--- src/rtl/l2c_multi_ctrl_if.sv ---
// Signal bundle between l2c_multi_ctrl and its neighbours: L1 refill channels,
// write-buffer hazard flags and the shared L2-to-memory port.
interface l2c_multi_ctrl_if #(
  parameter int NUM_CH = 2
);
  localparam int OW = (NUM_CH > 1) ? $clog2(NUM_CH) : 1;

  // Handshake: level requests (l1_replace_req, mem_dirty_req, mem_replace_req) are held by
  // their source until the matching single-cycle response (replace_req/update_ena,
  // mem_dirty_done/mem_replace_done) is seen; a response with no pending request is ignored.
  logic [NUM_CH-1:0] l1_replace_req;
  logic [NUM_CH-1:0] miss;
  logic [NUM_CH-1:0] dirty;
  logic [NUM_CH-1:0] ack_sync;
  logic [NUM_CH-1:0] wb_read_tag_hit;
  logic              mem_dirty_done;
  logic              mem_replace_done;
  logic [NUM_CH-1:0] replace_req;
  logic [NUM_CH-1:0] update_ena;
  logic              mem_dirty_req;
  logic              mem_replace_req;
  logic [OW-1:0]     mem_owner;
  logic              mem_busy;
  logic [NUM_CH-1:0] ack_err;

  modport slave (
    input  l1_replace_req, miss, dirty, ack_sync, wb_read_tag_hit,
    input  mem_dirty_done, mem_replace_done,
    output replace_req, update_ena, mem_dirty_req, mem_replace_req,
    output mem_owner, mem_busy, ack_err
  );

  modport master (
    output l1_replace_req, miss, dirty, ack_sync, wb_read_tag_hit,
    output mem_dirty_done, mem_replace_done,
    input  replace_req, update_ena, mem_dirty_req, mem_replace_req,
    input  mem_owner, mem_busy, ack_err
  );
endinterface

--- src/rtl/l2c_multi_ctrl.sv ---
// Multi-channel L2 miss controller: one replace/writeback FSM per L1 channel,
// all sharing a single memory port through a round-robin arbiter.
module l2c_multi_ctrl #(
  parameter int                NUM_CH      = 2,
  parameter logic [NUM_CH-1:0] WB_CHECK    = 2'b10,
  parameter int                ACK_TIMEOUT = 0,
  parameter int                TO_W        = 8
) (
  input  logic                clk_l2,
  input  logic                rst_n,
  l2c_multi_ctrl_if.slave     bus,
  output logic [3*NUM_CH-1:0] o_dbg_state
);
  localparam int OW = (NUM_CH > 1) ? $clog2(NUM_CH) : 1;

  typedef enum logic [2:0] {
    S_IDLE      = 3'd0,
    S_WAIT_ACK  = 3'd1,
    S_ARB       = 3'd2,
    S_M_DIRTY   = 3'd3,
    S_WB_WAIT   = 3'd4,
    S_M_REPLACE = 3'd5
  } state_t;

  state_t            r_state     [NUM_CH];
  state_t            w_state_nxt [NUM_CH];
  logic [TO_W-1:0]   r_to_cnt    [NUM_CH];
  logic [TO_W-1:0]   w_to_cnt_nxt[NUM_CH];
  logic [NUM_CH-1:0] r_replace_req, w_replace_req_nxt;
  logic [NUM_CH-1:0] r_update_ena,  w_update_ena_nxt;
  logic [NUM_CH-1:0] r_ack_err,     w_ack_err_nxt;
  logic [OW-1:0]     r_owner, w_owner_nxt;
  logic [OW-1:0]     r_rr,    w_rr_nxt;
  logic              r_busy,  w_busy_nxt;
  logic [NUM_CH-1:0] w_arb_mask;
  logic              w_gnt_vld;
  logic [OW-1:0]     w_gnt_idx;
  logic              w_mem_dirty_req, w_mem_replace_req;

  // Round-robin pick: lowest requester at or above r_rr, else lowest overall.
  always_comb begin
    w_gnt_vld = 1'b0;
    w_gnt_idx = '0;
    for (int i = 0; i < NUM_CH; i++) w_arb_mask[i] = (r_state[i] == S_ARB);
    for (int i = NUM_CH - 1; i >= 0; i--) begin
      if (w_arb_mask[i]) begin
        w_gnt_vld = 1'b1;
        w_gnt_idx = OW'(i);
      end
    end
    for (int i = NUM_CH - 1; i >= 0; i--) begin
      if (w_arb_mask[i] && (OW'(i) >= r_rr)) w_gnt_idx = OW'(i);
    end
    if (r_busy) w_gnt_vld = 1'b0;
  end

  always_comb begin
    w_busy_nxt        = r_busy;
    w_owner_nxt       = r_owner;
    w_rr_nxt          = r_rr;
    w_replace_req_nxt = '0;
    w_update_ena_nxt  = '0;
    w_ack_err_nxt     = r_ack_err;
    for (int i = 0; i < NUM_CH; i++) begin
      w_state_nxt[i]  = r_state[i];
      w_to_cnt_nxt[i] = '0;
      case (r_state[i])
        S_IDLE: begin
          if (bus.l1_replace_req[i]) begin
            if (bus.miss[i]) begin
              w_state_nxt[i]       = S_WAIT_ACK;
              w_replace_req_nxt[i] = 1'b1;
            end else begin
              w_update_ena_nxt[i]  = 1'b1;
            end
          end
        end
        S_WAIT_ACK: begin
          if (bus.ack_sync[i]) begin
            w_state_nxt[i] = S_ARB;
          end else if (ACK_TIMEOUT > 0) begin
            if (r_to_cnt[i] == TO_W'(ACK_TIMEOUT - 1)) begin
              w_ack_err_nxt[i] = 1'b1;
              w_state_nxt[i]   = S_ARB;
            end else begin
              w_to_cnt_nxt[i]  = r_to_cnt[i] + 1'b1;
            end
          end
        end
        S_ARB: begin
          if (w_gnt_vld && (w_gnt_idx == OW'(i))) begin
            w_state_nxt[i] = bus.dirty[i] ? S_M_DIRTY : S_M_REPLACE;
            w_busy_nxt     = 1'b1;
            w_owner_nxt    = w_gnt_idx;
            w_rr_nxt       = (w_gnt_idx == OW'(NUM_CH - 1)) ? '0 : w_gnt_idx + OW'(1);
          end
        end
        S_M_DIRTY: begin
          if (r_busy && (r_owner == OW'(i)) && bus.mem_dirty_done)
            w_state_nxt[i] = (WB_CHECK[i] && bus.wb_read_tag_hit[i]) ? S_WB_WAIT : S_M_REPLACE;
        end
        S_WB_WAIT: begin
          if (!bus.wb_read_tag_hit[i]) w_state_nxt[i] = S_M_REPLACE;
        end
        S_M_REPLACE: begin
          if (r_busy && (r_owner == OW'(i)) && bus.mem_replace_done) begin
            w_state_nxt[i]      = S_IDLE;
            w_update_ena_nxt[i] = 1'b1;
            w_busy_nxt          = 1'b0;
          end
        end
        default: w_state_nxt[i] = S_IDLE;
      endcase
    end
  end

  always_ff @(posedge clk_l2 or negedge rst_n) begin
    if (!rst_n) begin
      for (int i = 0; i < NUM_CH; i++) begin
        r_state[i]  <= S_IDLE;
        r_to_cnt[i] <= '0;
      end
      r_replace_req <= '0;
      r_update_ena  <= '0;
      r_ack_err     <= '0;
      r_owner       <= '0;
      r_rr          <= '0;
      r_busy        <= 1'b0;
    end else begin
      for (int i = 0; i < NUM_CH; i++) begin
        r_state[i]  <= w_state_nxt[i];
        r_to_cnt[i] <= w_to_cnt_nxt[i];
      end
      r_replace_req <= w_replace_req_nxt;
      r_update_ena  <= w_update_ena_nxt;
      r_ack_err     <= w_ack_err_nxt;
      r_owner       <= w_owner_nxt;
      r_rr          <= w_rr_nxt;
      r_busy        <= w_busy_nxt;
    end
  end

  // Memory requests follow the owner's registered state, so they can never overlap.
  always_comb begin
    w_mem_dirty_req   = 1'b0;
    w_mem_replace_req = 1'b0;
    o_dbg_state       = '0;
    for (int i = 0; i < NUM_CH; i++) begin
      o_dbg_state[3*i +: 3] = r_state[i];
      if (r_busy && (r_owner == OW'(i))) begin
        w_mem_dirty_req   = (r_state[i] == S_M_DIRTY);
        w_mem_replace_req = (r_state[i] == S_M_REPLACE);
      end
    end
  end

  assign bus.replace_req     = r_replace_req;
  assign bus.update_ena      = r_update_ena;
  assign bus.ack_err         = r_ack_err;
  assign bus.mem_owner       = r_owner;
  assign bus.mem_busy        = r_busy;
  assign bus.mem_dirty_req   = w_mem_dirty_req;
  assign bus.mem_replace_req = w_mem_replace_req;
endmodule

--- src/flat_wrapper.sv ---
// flat-port wrapper written by rule: the top's interface ports become plain ports
module l2c_multi_ctrl_flat 
#(
  parameter int                NUM_CH      = 2,
  parameter logic [NUM_CH-1:0] WB_CHECK    = 2'b10,
  parameter int                ACK_TIMEOUT = 0,
  parameter int                TO_W        = 8
)
  (clk_l2, rst_n, o_dbg_state, bus_l1_replace_req, bus_miss, bus_dirty, bus_ack_sync, bus_wb_read_tag_hit, bus_mem_dirty_done, bus_mem_replace_done, bus_replace_req, bus_update_ena, bus_mem_dirty_req, bus_mem_replace_req, bus_mem_owner, bus_mem_busy, bus_ack_err);
  l2c_multi_ctrl_if #(.NUM_CH(NUM_CH)) bus_i ();
  input  logic clk_l2;
  input  logic rst_n;
  output logic [3*NUM_CH-1:0] o_dbg_state;
  input wire logic [$bits(bus_i.l1_replace_req)-1:0] bus_l1_replace_req;
  input wire logic [$bits(bus_i.miss)-1:0] bus_miss;
  input wire logic [$bits(bus_i.dirty)-1:0] bus_dirty;
  input wire logic [$bits(bus_i.ack_sync)-1:0] bus_ack_sync;
  input wire logic [$bits(bus_i.wb_read_tag_hit)-1:0] bus_wb_read_tag_hit;
  input wire logic [$bits(bus_i.mem_dirty_done)-1:0] bus_mem_dirty_done;
  input wire logic [$bits(bus_i.mem_replace_done)-1:0] bus_mem_replace_done;
  output wire logic [$bits(bus_i.replace_req)-1:0] bus_replace_req;
  output wire logic [$bits(bus_i.update_ena)-1:0] bus_update_ena;
  output wire logic [$bits(bus_i.mem_dirty_req)-1:0] bus_mem_dirty_req;
  output wire logic [$bits(bus_i.mem_replace_req)-1:0] bus_mem_replace_req;
  output wire logic [$bits(bus_i.mem_owner)-1:0] bus_mem_owner;
  output wire logic [$bits(bus_i.mem_busy)-1:0] bus_mem_busy;
  output wire logic [$bits(bus_i.ack_err)-1:0] bus_ack_err;
  assign bus_i.l1_replace_req = bus_l1_replace_req;
  assign bus_i.miss = bus_miss;
  assign bus_i.dirty = bus_dirty;
  assign bus_i.ack_sync = bus_ack_sync;
  assign bus_i.wb_read_tag_hit = bus_wb_read_tag_hit;
  assign bus_i.mem_dirty_done = bus_mem_dirty_done;
  assign bus_i.mem_replace_done = bus_mem_replace_done;
  assign bus_replace_req = bus_i.replace_req;
  assign bus_update_ena = bus_i.update_ena;
  assign bus_mem_dirty_req = bus_i.mem_dirty_req;
  assign bus_mem_replace_req = bus_i.mem_replace_req;
  assign bus_mem_owner = bus_i.mem_owner;
  assign bus_mem_busy = bus_i.mem_busy;
  assign bus_ack_err = bus_i.ack_err;
  l2c_multi_ctrl #(.NUM_CH(NUM_CH), .WB_CHECK(WB_CHECK), .ACK_TIMEOUT(ACK_TIMEOUT), .TO_W(TO_W)) u_core (.clk_l2(clk_l2), .rst_n(rst_n), .bus(bus_i), .o_dbg_state(o_dbg_state));
endmodule
--- config.mk ---
export PLATFORM = sky130hd
export DESIGN_NAME = l2c_multi_ctrl_flat
export DESIGN_NICKNAME = d
export VERILOG_FILES = /design/src/rtl/l2c_multi_ctrl_if.sv /design/src/rtl/l2c_multi_ctrl.sv /design/src/flat_wrapper.sv
export SDC_FILE = /design/constraint.sdc
export NUM_CORES = 1
export LEC_CHECK = 0
export BUFFER_PORTS_ARGS = -buffer_cell sky130_fd_sc_hd__buf_2
export CORE_MARGIN = 3
export CORE_UTILIZATION = 25
export DETAILED_ROUTE_END_ITERATION = 7
export SLEW_MARGIN = 20
export SYNTH_ARGS = -nofsm -noshare
export SYNTH_HDL_FRONTEND = slang
export SYNTH_SLANG_ARGS = --single-unit
export TNS_END_PERCENT = 10
--- constraint.sdc ---
create_clock -name clk_l2 -period 1.3 [get_ports clk_l2]
set_clock_uncertainty 0.05 [all_clocks]
set_input_delay 0.195 -clock clk_l2 [delete_from_list [all_inputs] [get_ports clk_l2]]
set_output_delay 0.195 -clock clk_l2 [all_outputs]
set_load 0.02 [all_outputs]
==> results of run 1 <==
==> metrics by stage <==
| step | cell area, sq um | util, % | setup TNS, ns |
|---|---|---|---|
| global placement | 1222 | 35.79 | -0.7398 |
| global route | 1470 | 43.04 | -3.080 |
| detailed placement | 1222 | 35.79 | -1.045 |
| floorplan | 952.2 | - | -1.519 |
| finish | 1470 | 43.04 | -1.818 |
| CTS | 1416 | 41.47 | -2.027 |
==> worst max-delay path: stages (launching register included) <==
cell and delay, ns:
dfrtp_2 0.41, nand3b_1 0.19, o21ai_1 0.13, and2_1 0.14
buf_6 0.12
==> final timing paths <==
kind,startpoint,end,slack [ns]
worst max-delay path,u_core.o_dbg_state[2],bus_mem_dirty_req,-0.21
worst min-delay path,bus_miss[0],u_core.bus.replace_req[0],0.12
worst max register to register,u_core.o_dbg_state[5],u_core.o_dbg_state[1],-0.19
worst min register to register,u_core.o_dbg_state[0],u_core.o_dbg_state[0],0.54
max in group asynchronous,rst_n,u_core.o_dbg_state[3],0.65
min in group asynchronous,rst_n,u_core.bus.update_ena[0],0.28
==> sequential cells by signal (all words and copies together), names as in the netlist <==
signal                  count
u_core.bus.mem_busy         1
u_core.o_dbg_state          6
u_core.bus.update_ena       2
u_core.bus.replace_req      2
u_core.bus.mem_owner        1
u_core.r_rr                 1
==> cell type report <==
class | instances | area, sq um | area share (%)
sequential | 13 | 332.8 | 22.64
multi-input combinational | 82 | 599.3 | 40.77
tap | 46 | 57.56 | 3.915
clock buffer | 4 | 26.28 | 1.787
timing repair buffer | 58 | 446.7 | 30.38
inverter | 2 | 7.507 | 0.5106
==> power by group <==
group	internal (W)	switching (W)
combinational	0.00130	0.00119
clock	0.000119	0.000140
sequential	0.000569	0.000199
total	0.00199	0.00153
==> cell usage after synthesis (all sizes together) <==
master | count | area [sq um]
nand2b | 3 | 18.77
nor3 | 1 | 5.000
nor3b | 1 | 12.51
a32oi | 1 | 16.27
a211oi | 3 | 22.52
or3 | 1 | 6.260
nor4b | 2 | 17.52
a21oi | 3 | 15.01
o31ai | 2 | 15.01
o21ai | 8 | 40.04
o311ai | 1 | 16.27
o211a | 1 | 10.01
conb | 1 | 3.750
or2 | 1 | 8.760
inv | 2 | 7.510
o2bb2ai | 1 | 8.760
nand3b | 4 | 30.03
and4b | 2 | 20.02
a21boi | 3 | 22.52
nand3 | 9 | 45.04
nand2 | 8 | 32.54
a22oi | 1 | 7.510
o22ai | 1 | 6.260
a31oi | 1 | 6.260
mux2i | 1 | 10.01
nor2b | 4 | 25.02
nand4 | 2 | 12.51
nor4 | 1 | 6.260
dfrtp | 13 | 325.3
o22a | 1 | 8.760
nand4b | 1 | 8.760
and2 | 1 | 6.260
nor2 | 10 | 37.54
buf | 6 | 43.79
o41ai | 1 | 8.760
clkbuf | 5 | 20.01
==> kinds of logic after synthesis <==
| kind of cell | after synthesis | synth area share [%] |
|---|---|---|
| AND/OR/NAND/NOR | 51 | 32.28 |
| other | 1 | 0.4134 |
| multiplexers | 1 | 1.103 |
| AO/OA/AOI/OAI | 28 | 22.48 |
| flip-flops | 13 | 35.86 |
| buffers and inverters | 13 | 7.861 |
==> layer usage <==
layer / part of all wire [%] / GRT usage (%) / vias up
met1: 42 / 15.64 / 472
met2: 52 / 25.65 / 27
met3: 6.2 / 3.741 / 0
met5: 0 / 0 / -
met4: 0 / 0.7614 / 0
li1: - / - / 493
==> placed cells by master, fill, tap and decap left out, types with 2 or more instances in the layout <==
master,instances
o21ai_1,4
buf_4,24
a21boi_1,2
nand3_1,7
o21ai_0,4
nor2b_1,2
nand3_2,2
dfrtp_1,7
nor2_1,9
conb_1,2
nand2_1,7
nand3b_1,4
o31ai_1,2
and4b_1,2
nor2b_4,2
nand4_1,2
buf_6,13
clkbuf_4,3
nand2b_1,3
inv_1,2
a211oi_1,3
a21oi_1,3
dfrtp_2,6
buf_2,19
==> timing repair <==
action                                  CTS  global route
endpoints found under the setup margin   18            21
setup buffers                            10             0
pin swaps                                 3             3
hold endpoints to repair                 13             0
gates resized for setup                  29            13
hold buffers                              1             0
==> results by group, run 1 <==
Die
  – Die Area: 0.004387 sq mm
  – Core area: 0.003416 sq mm
  – Row cnt: 21
  – Die H: 66.24 um
  – Die width: 66.24 um
  – Starting Density: 26.56%
  – IO Pins: 30

Timing
  – # setup viols final: 17
  – Unrepaired setup endpoints after global routing: true
  – Final Cycle Share: 116.3%
  – Max Slew Vio Count: 0
  – Post-route setup slack: -0.2115 ns
  – Final min period: 1.511 ns
  – Final Hold Violating Endpoints: 0
  – Hold Slack: 0.1159 ns
  – Fmax: 0.6616 GHz

Clocking
  – Skew-Pair Late Insertion Delay: 0.28 ns
  – CTS Buffer Depth: 2
  – Max H-tree Level: 1
  – CTS tree: built
  – Sink Count: 13
  – CTS Buf Count: 3
  – Clk slew on worst S/H paths: 0.08 ns
  – Clock root buffer: clkbuf_4

Yosys
  – Synth Instances: 107
  – Mapped Area: 907.1 sq um
  – Post-synthesis sequential area ratio: 35.86%
  – Cell variety after synth: 40
  – Avg Cell Area, Syn: 8.478 sq um
  – Yosys Warn Count: 0
  – Yosys reg bits: 13

Critical path
  – Worst-path maximum fanout: 2
  – Crit start category: flop
  – Required @ worst endpoint: 1.05 ns
  – Critical path endpoint category: output port
  – Setup CP Type: flop to output port
  – Worst EP arrival: 1.27 ns
  – Worst R2R Path Depth: 5

Detailed routing
  – Vias/cell: 4.839
  – Post-Route WL: 2765 um
  – Total number of vias: 992
  – Post-route ant nets: 0
  – DRC: 0
  – Detailed Route Iter0 Violations: 49
  – 1st-pass router iterations: 4
  – Routed length per instance: 13.49 um

Global routing
  – Initial antenna violation count: 0
  – Global-route wire length before repair: 4581 um
  – Vias in the first global route: 1,013
  – GRT overflow: 0
  – Global-route usage over all layers: 13.55%
  – Largest net degree at the start of global routing: 15

Final layout
  – # nets final: 174
  – Filler cells: 348
  – Layout Area Growth over Synthesis: 62.07%
  – Fin cells: 205
  – N_diodes: 0
  – Share of cells above drive strength 1: 50.94%

Power and ir drop
  – PwrDens: 2396 mW/mm^2
  – PnR Total Power: 0.003523 W
  – Pleak: 0.6731 nW
  – Max IR drop VDD: 1.104 mV

Outcome
  – Failing checks: setup timing
  – Status: finished, violations left

Place
  – DP HPWL: 2012 um
  – Dpl cells: 190
  – Gpl congestion: 0.8749
  – Pre-CTS WS: -0.1526 ns
  – # port buffers: 27

Run
  – Max Cap Viol: 0

Hold path
  – Worst hold path depth: 3
  – HP Class: primary input to flop
Note: power is estimated with default switching activity, not from simulation.
==> run 2, diff against run 1 <==
--- a/config.mk
+++ b/config.mk
@@ -6,6 +6,7 @@
 export NUM_CORES = 1
 export LEC_CHECK = 0
 export BUFFER_PORTS_ARGS = -buffer_cell sky130_fd_sc_hd__buf_2
+export CAP_MARGIN = 20
 export CORE_MARGIN = 3
 export CORE_UTILIZATION = 25
 export DETAILED_ROUTE_END_ITERATION = 7
==> constraint.sdc (replaced) <==
create_clock -name clk_l2 -period 1.3 [get_ports clk_l2]
set_clock_uncertainty 0.05 [all_clocks]
set_input_delay 0.195 -clock clk_l2 [delete_from_list [all_inputs] [get_ports clk_l2]]
set_output_delay 0.195 -clock clk_l2 [all_outputs]
set_load 0.005 [all_outputs]
==> run 2 against run 1 <==
The run still ends with setup timing left. Clock power grew 4%. Sequential cell count is the same. Critical endpoint unchanged. Combinational power is essentially flat. Highest routed layer is now met4.
==> results by group, run 2 (synthesis gave the netlist of run 1 again) <==
Global routing
  – Vias in the first global route: 1,023
  – GRT overflow: 0
  – Global-route usage over all layers: 13.81%
  – Global-route wire length before repair: 4692 um
  – Initial antenna violation count: 0
  – Largest net degree at the start of global routing: 15

Detailed routing
  – Detailed Route Iter0 Violations: 63
  – Vias/cell: 4.885
  – DRC: 0
  – Post-Route WL: 2998 um
  – Routed length per instance: 13.82 um
  – Total number of vias: 1,060
  – 1st-pass router iterations: 4
  – Post-route ant nets: 0

Critical path
  – Worst-path maximum fanout: 5
  – CP delay by family, top: flip-flops
  – Required @ worst endpoint: 1.05 ns
  – Count of buffer and inverter cells on the critical path: 1
  – Critical path endpoint category: output port
  – CP cell instances: nand3b_1 > o21ai_1 > and2_1 > buf_2
  – Crit start category: flop
  – Peak per-stage delay on the critical path: 0.45 ns
  – Worst EP arrival: 1.28 ns
  – Setup CP Type: flop to output port
  – Worst path slowest cell: dfrtp_2

Final layout
  – Commonest non-fill, non-tap cell in the layout: buf_4
  – Most frequent cells in the layout: buf_4 (36), buf_2 (25), nor2_1 (8), buf_6 (8), dfrtp_1 (8)
  – Max reg flops: 6
  – Fin cells: 217
  – # nets final: 186
  – N_diodes: 0
  – Layout Area Growth over Synthesis: 71.45%
  – Final Util: 45.53%
  – Share of cells above drive strength 1: 59.06%

Die
  – Starting Density: 26.56%
  – Core area: 0.003416 sq mm
  – Row cnt: 21
  – Die width: 66.24 um
  – Die Area: 0.004387 sq mm
  – IO Pins: 30
  – Die H: 66.24 um

Timing
  – Final Hold Violating Endpoints: 0
  – # setup viols final: 16
  – Final Cycle Share: 117.2%
  – Post-route setup slack: -0.2236 ns
  – Fmax: 0.6563 GHz
  – Setup tns final: -1.868 ns
  – Unrepaired setup endpoints after global routing: true
  – Max Slew Vio Count: 0
  – Final min period: 1.524 ns

Outcome
  – Failing checks: setup timing
  – Status: finished, violations left

Run
  – Max Cap Viol: 0

Clocking
  – Max H-tree Level: 1
  – CTS tree: built
  – CTS Buf Count: 3
  – Clk slew on worst S/H paths: 0.09 ns
  – Clock root buffer: clkbuf_4
  – CTS Buffer Depth: 2
  – Sink Count: 13
  – Skew-Pair Late Insertion Delay: 0.28 ns

Hold path
  – HP Class: primary input to flop

Place
  – # port buffers: 27
  – Pre-CTS WS: -0.1928 ns
  – Dpl cells: 197
  – DP HPWL: 2058 um
  – Gpl congestion: 0.7933

Power and ir drop
  – Max IR drop VDD: 0.9649 mV
  – Pleak: 0.7296 nW
  – PwrDens: 2287 mW/mm^2
[run 2: cell types whose count changed in the layout (fill, tap and decap cells not counted), moves of 2 or more]
cell,previous run,this run
a211oi_2,0,2
buf_4,24,36
a211oi_1,3,1
buf_2,19,25
o21ai_0,4,2
buf_6,13,8
[run 2: timing repair]
| item | CTS | global route |
|---|---|---|
| buffers inserted | 9 | 6 |
| gates resized for setup | 29 | 13 |
| hold endpoints to repair | 13 | 0 |
| endpoints found under the setup margin | 14 | 18 |
| hold buffers | 1 | 0 |
| pin swaps | 7 | 3 |
[run 2: cell type report]
cell class | instances | area (sq um)
clock buffer | 4 | 26.28
fill | 350 | 1861
inverter | 2 | 7.507
multi-input combinational | 82 | 636.9
sequential | 13 | 331.6
tap | 46 | 57.56
timing repair buffer | 70 | 495.5
[run 2: per-stage QoR]
step                total power [W]  hold slack, ns  area, sq um
finish                     0.003556          0.1262         1555
global route               0.003830          0.1264         1555
CTS                        0.003271          0.1142         1455
detailed placement         0.002577         0.06451         1260
global placement           0.002512         0.05661         1260
floorplan                  0.001794         -0.1506        937.1
[run 2: layer usage]
metal / track usage [%] / vias up / wire length [um]
met5: 0 / - / 0
met3: 3.741 / 4 / 151
met2: 24.29 / 35 / 1500
li1: - / 522 / -
met1: 16.58 / 499 / 1322
met4: 3.046 / 0 / 25
[run 2: tightest hold or removal path, stage by stage]
cell	delay, ns
buf_2	0.10
nand2_1	0.09
nor4_2	0.05
[run 2: path summary, 6_finish.rpt]
kind / from / end / slack (ns) / depth (start not counted)
worst max-delay path: u_core.o_dbg_state[2] / bus_mem_dirty_req / -0.22 / 4
worst min-delay path: bus_miss[0] / u_core.bus.replace_req[0] / 0.13 / 3
worst max register to register: u_core.o_dbg_state[3] / u_core.o_dbg_state[1] / -0.22 / 5
worst min register to register: u_core.r_rr / u_core.r_rr / 0.53 / 1
max in group asynchronous: rst_n / u_core.o_dbg_state[3] / 0.63 / 2
min in group asynchronous: rst_n / u_core.o_dbg_state[1] / 0.29 / 2
[run 2: where the power goes]
part / switching (W) / internal (W)
combinational: 0.00111 / 0.00141
sequential: 0.000203 / 0.000566
clock: 0.000151 / 0.000119
total: 0.00146 / 0.00209
==> run 3, diff against run 2 <==
==> constraint.sdc (replaced) <==
create_clock -name clk_l2 -period 1.3 [get_ports clk_l2]
set_clock_uncertainty 0.05 [all_clocks]
set_input_delay 0.26 -clock clk_l2 [delete_from_list [all_inputs] [get_ports clk_l2]]
set_output_delay 0.26 -clock clk_l2 [all_outputs]
set_load 0.005 [all_outputs]
==> run 3 against run 2 <==
The run still ends with setup timing left. Non-clock buffer count decreased by 1. Critical endpoint unchanged. Hold slack improved by 0.070 ns. Count of clock-buffer cells in the layout decreased by 1.
==> results by group, run 3 (synthesis gave the netlist of run 1 again) <==
Final layout
  – # nets final: 185
  – Final Util: 43.92%
  – Fin area: 0.001500 sq mm
  – Commonest non-fill, non-tap cell in the layout: buf_4
  – Share of cells above drive strength 1: 55.29%
  – Most frequent cells in the layout: buf_4 (35), buf_2 (25), nor2_1 (9)
  – N_diodes: 0
  – Max reg flops: 6
  – Layout Area Growth over Synthesis: 65.38%

Die
  – Die Area: 0.004387 sq mm
  – IO Pins: 30
  – Starting Density: 26.56%
  – Core area: 0.003416 sq mm
  – Die H: 66.24 um
  – Row cnt: 21
  – Die width: 66.24 um

Detailed routing
  – Detailed Route Iter0 Violations: 76
  – Vias/cell: 4.759
  – Total number of vias: 1,028
  – Post-route ant nets: 0
  – Post-Route WL: 2884 um
  – 1st-pass router iterations: 4
  – DRC: 0
  – Routed length per instance: 13.35 um

Global routing
  – Global-route usage over all layers: 13.99%
  – Global-route wire length before repair: 4816 um
  – GRT overflow: 0
  – Initial antenna violation count: 0
  – Largest net degree at the start of global routing: 14
  – Vias in the first global route: 1,101

Power and ir drop
  – Switching power: 0.001367 W
  – Clock power share: 7.7%
  – Internal: 0.001997 W
  – Pleak: 0.7114 nW
  – Switching Share: 40.64%
  – PwrDens: 2242 mW/mm^2
  – Combinational power share: 70.1%
  – Seq pwr share: 22.1%
  – Max IR drop VDD: 0.8998 mV

Critical path
  – Crit start category: flop
  – Worst EP arrival: 1.25 ns
  – FF-to-FF Start: u_core.o_dbg_state[3]
  – FF-to-FF setup slack: -0.26 ns
  – Peak per-stage delay on the critical path: 0.44 ns
  – Critical path endpoint category: output port
  – Worst r2r dst: u_core.o_dbg_state[4]
  – Setup CP Type: flop to output port
  – Worst R2R Path Depth: 6
  – Worst path slowest cell: dfrtp_2
  – CP cell instances: nand3b_1 > o21ai_1 > and2_1 > buf_2
  – Worst-path maximum fanout: 4
  – Required @ worst endpoint: 0.99 ns

Clocking
  – CTS Buf Count: 3
  – CTS tree: built
  – Sink Count: 13
  – Clock root buffer: clkbuf_4
  – Skew-Pair Late Insertion Delay: 0.28 ns
  – Clk slew on worst S/H paths: 0.08 ns
  – CTS Buffer Depth: 2
  – Max H-tree Level: 1

Timing
  – Unrepaired setup endpoints after global routing: true
  – Fmax: 0.6418 GHz
  – Max Slew Vio Count: 0
  – # setup viols final: 17
  – Final Hold Violating Endpoints: 0
  – Final min period: 1.558 ns
  – Post-route setup slack: -0.2581 ns
  – Final Cycle Share: 119.9%

Place
  – Gpl congestion: 0.8190
  – # port buffers: 27
  – Post-placement cell area: 0.001308 sq mm
  – DP HPWL: 2230 um

Outcome
  – Status: finished, violations left
  – Failing checks: setup timing

Run
  – Max Cap Viol: 0

Hold path
  – Worst Hold Endpoint: u_core.bus.replace_req[0]
  – Worst hold path depth: 3
  – HP Class: primary input to flop
  – HP Start: bus_miss[0]
run 3: cell types whose count changed in the layout (fill, tap and decap cells not counted), moves of 2 or more:
cell      change
a21boi_2      -2
dfrtp_1       -2
dfrtp_2       +2
nand3_1       +2
nand3_2       -2
o21ai_0       +2
o21ai_1       -2
run 3: what timing repair did:
item,in CTS,in global routing
resized for setup,20,10
setup buffers,7,1
endpoints found under the hold margin,13,0
hold buffers,1,0
setup endpoints to repair,19,22
pin swaps,3,7
run 3: how the worst max path moves through the flow:
| stage | startpoint | to | slack, ns | cells after the start |
|---|---|---|---|---|
| after floorplan | u_core.o_dbg_state[3] | u_core.o_dbg_state[4] | -0.11 | 5 |
| after global placement | u_core.o_dbg_state[0] | u_core.o_dbg_state[2] | -0.15 | 4 |
| after detailed placement | u_core.o_dbg_state[3] | u_core.o_dbg_state[1] | -0.17 | 5 |
| after CTS | u_core.o_dbg_state[2] | bus_mem_dirty_req | -0.28 | 4 |
| after global routing | u_core.o_dbg_state[2] | bus_mem_dirty_req | -0.36 | 4 |
| final | u_core.o_dbg_state[2] | bus_mem_dirty_req | -0.26 | 4 |
run 3: per-layer routing:
metal  routed length (um)  up-vias  share of wire [%]  global-route usage [%]
met1                 1236      493                 43                   15.46
met5                    0        -                  0                       0
li1                     -      512                  -                       -
met4                   17        0               0.59                   3.553
met3                  124        2                4.3                   3.741
met2                 1506       21                 52                   26.02
run 3: power groups by stage:
| stage | combinational, W | clock [W] | sequential [W] |
|---|---|---|---|
| after floorplan | 0.00111 | 0 | 0.000689 |
| after global placement | 0.00190 | 0 | 0.000745 |
| after detailed placement | 0.00196 | 0 | 0.000753 |
| after CTS | 0.00229 | 0.000271 | 0.000730 |
| after global routing | 0.00258 | 0.000291 | 0.000765 |
| final | 0.00236 | 0.000261 | 0.000743 |
run 3: final cells by class:
class	count	area, sq um
Clock inverter	1	5.005
Inverter	2	7.507
Clock buffer	3	22.52
Timing Repair Buffer	69	488.0
Sequential cell	13	334.1
Fill cell	374	1916
Tap cell	46	57.56
Multi-Input combinational cell	82	585.6
run 3: critical path: cells and delay by family (launching register included):
family          cells  cell delay (ns)
compound gates      1             0.12
buf+inv             1             0.10
flops               1             0.44
simple gates        2             0.32
run 3: stage by stage:
| step | power (W) | hold WS (ns) | instances | TNS [ns] | setup slack [ns] |
|---|---|---|---|---|---|
| floorplan | 0.001800 | -0.08559 | 108 | -0.5904 | -0.1130 |
| global placement | 0.002648 | 0.1200 | 203 | -0.8762 | -0.1471 |
| detailed placement | 0.002712 | 0.1275 | 203 | -1.146 | -0.1737 |
| CTS | 0.003287 | 0.1805 | 215 | -2.845 | -0.2813 |
| global route | 0.003635 | 0.1830 | 216 | -3.946 | -0.3613 |
| finish | 0.003363 | 0.1961 | 216 | -2.551 | -0.2581 |
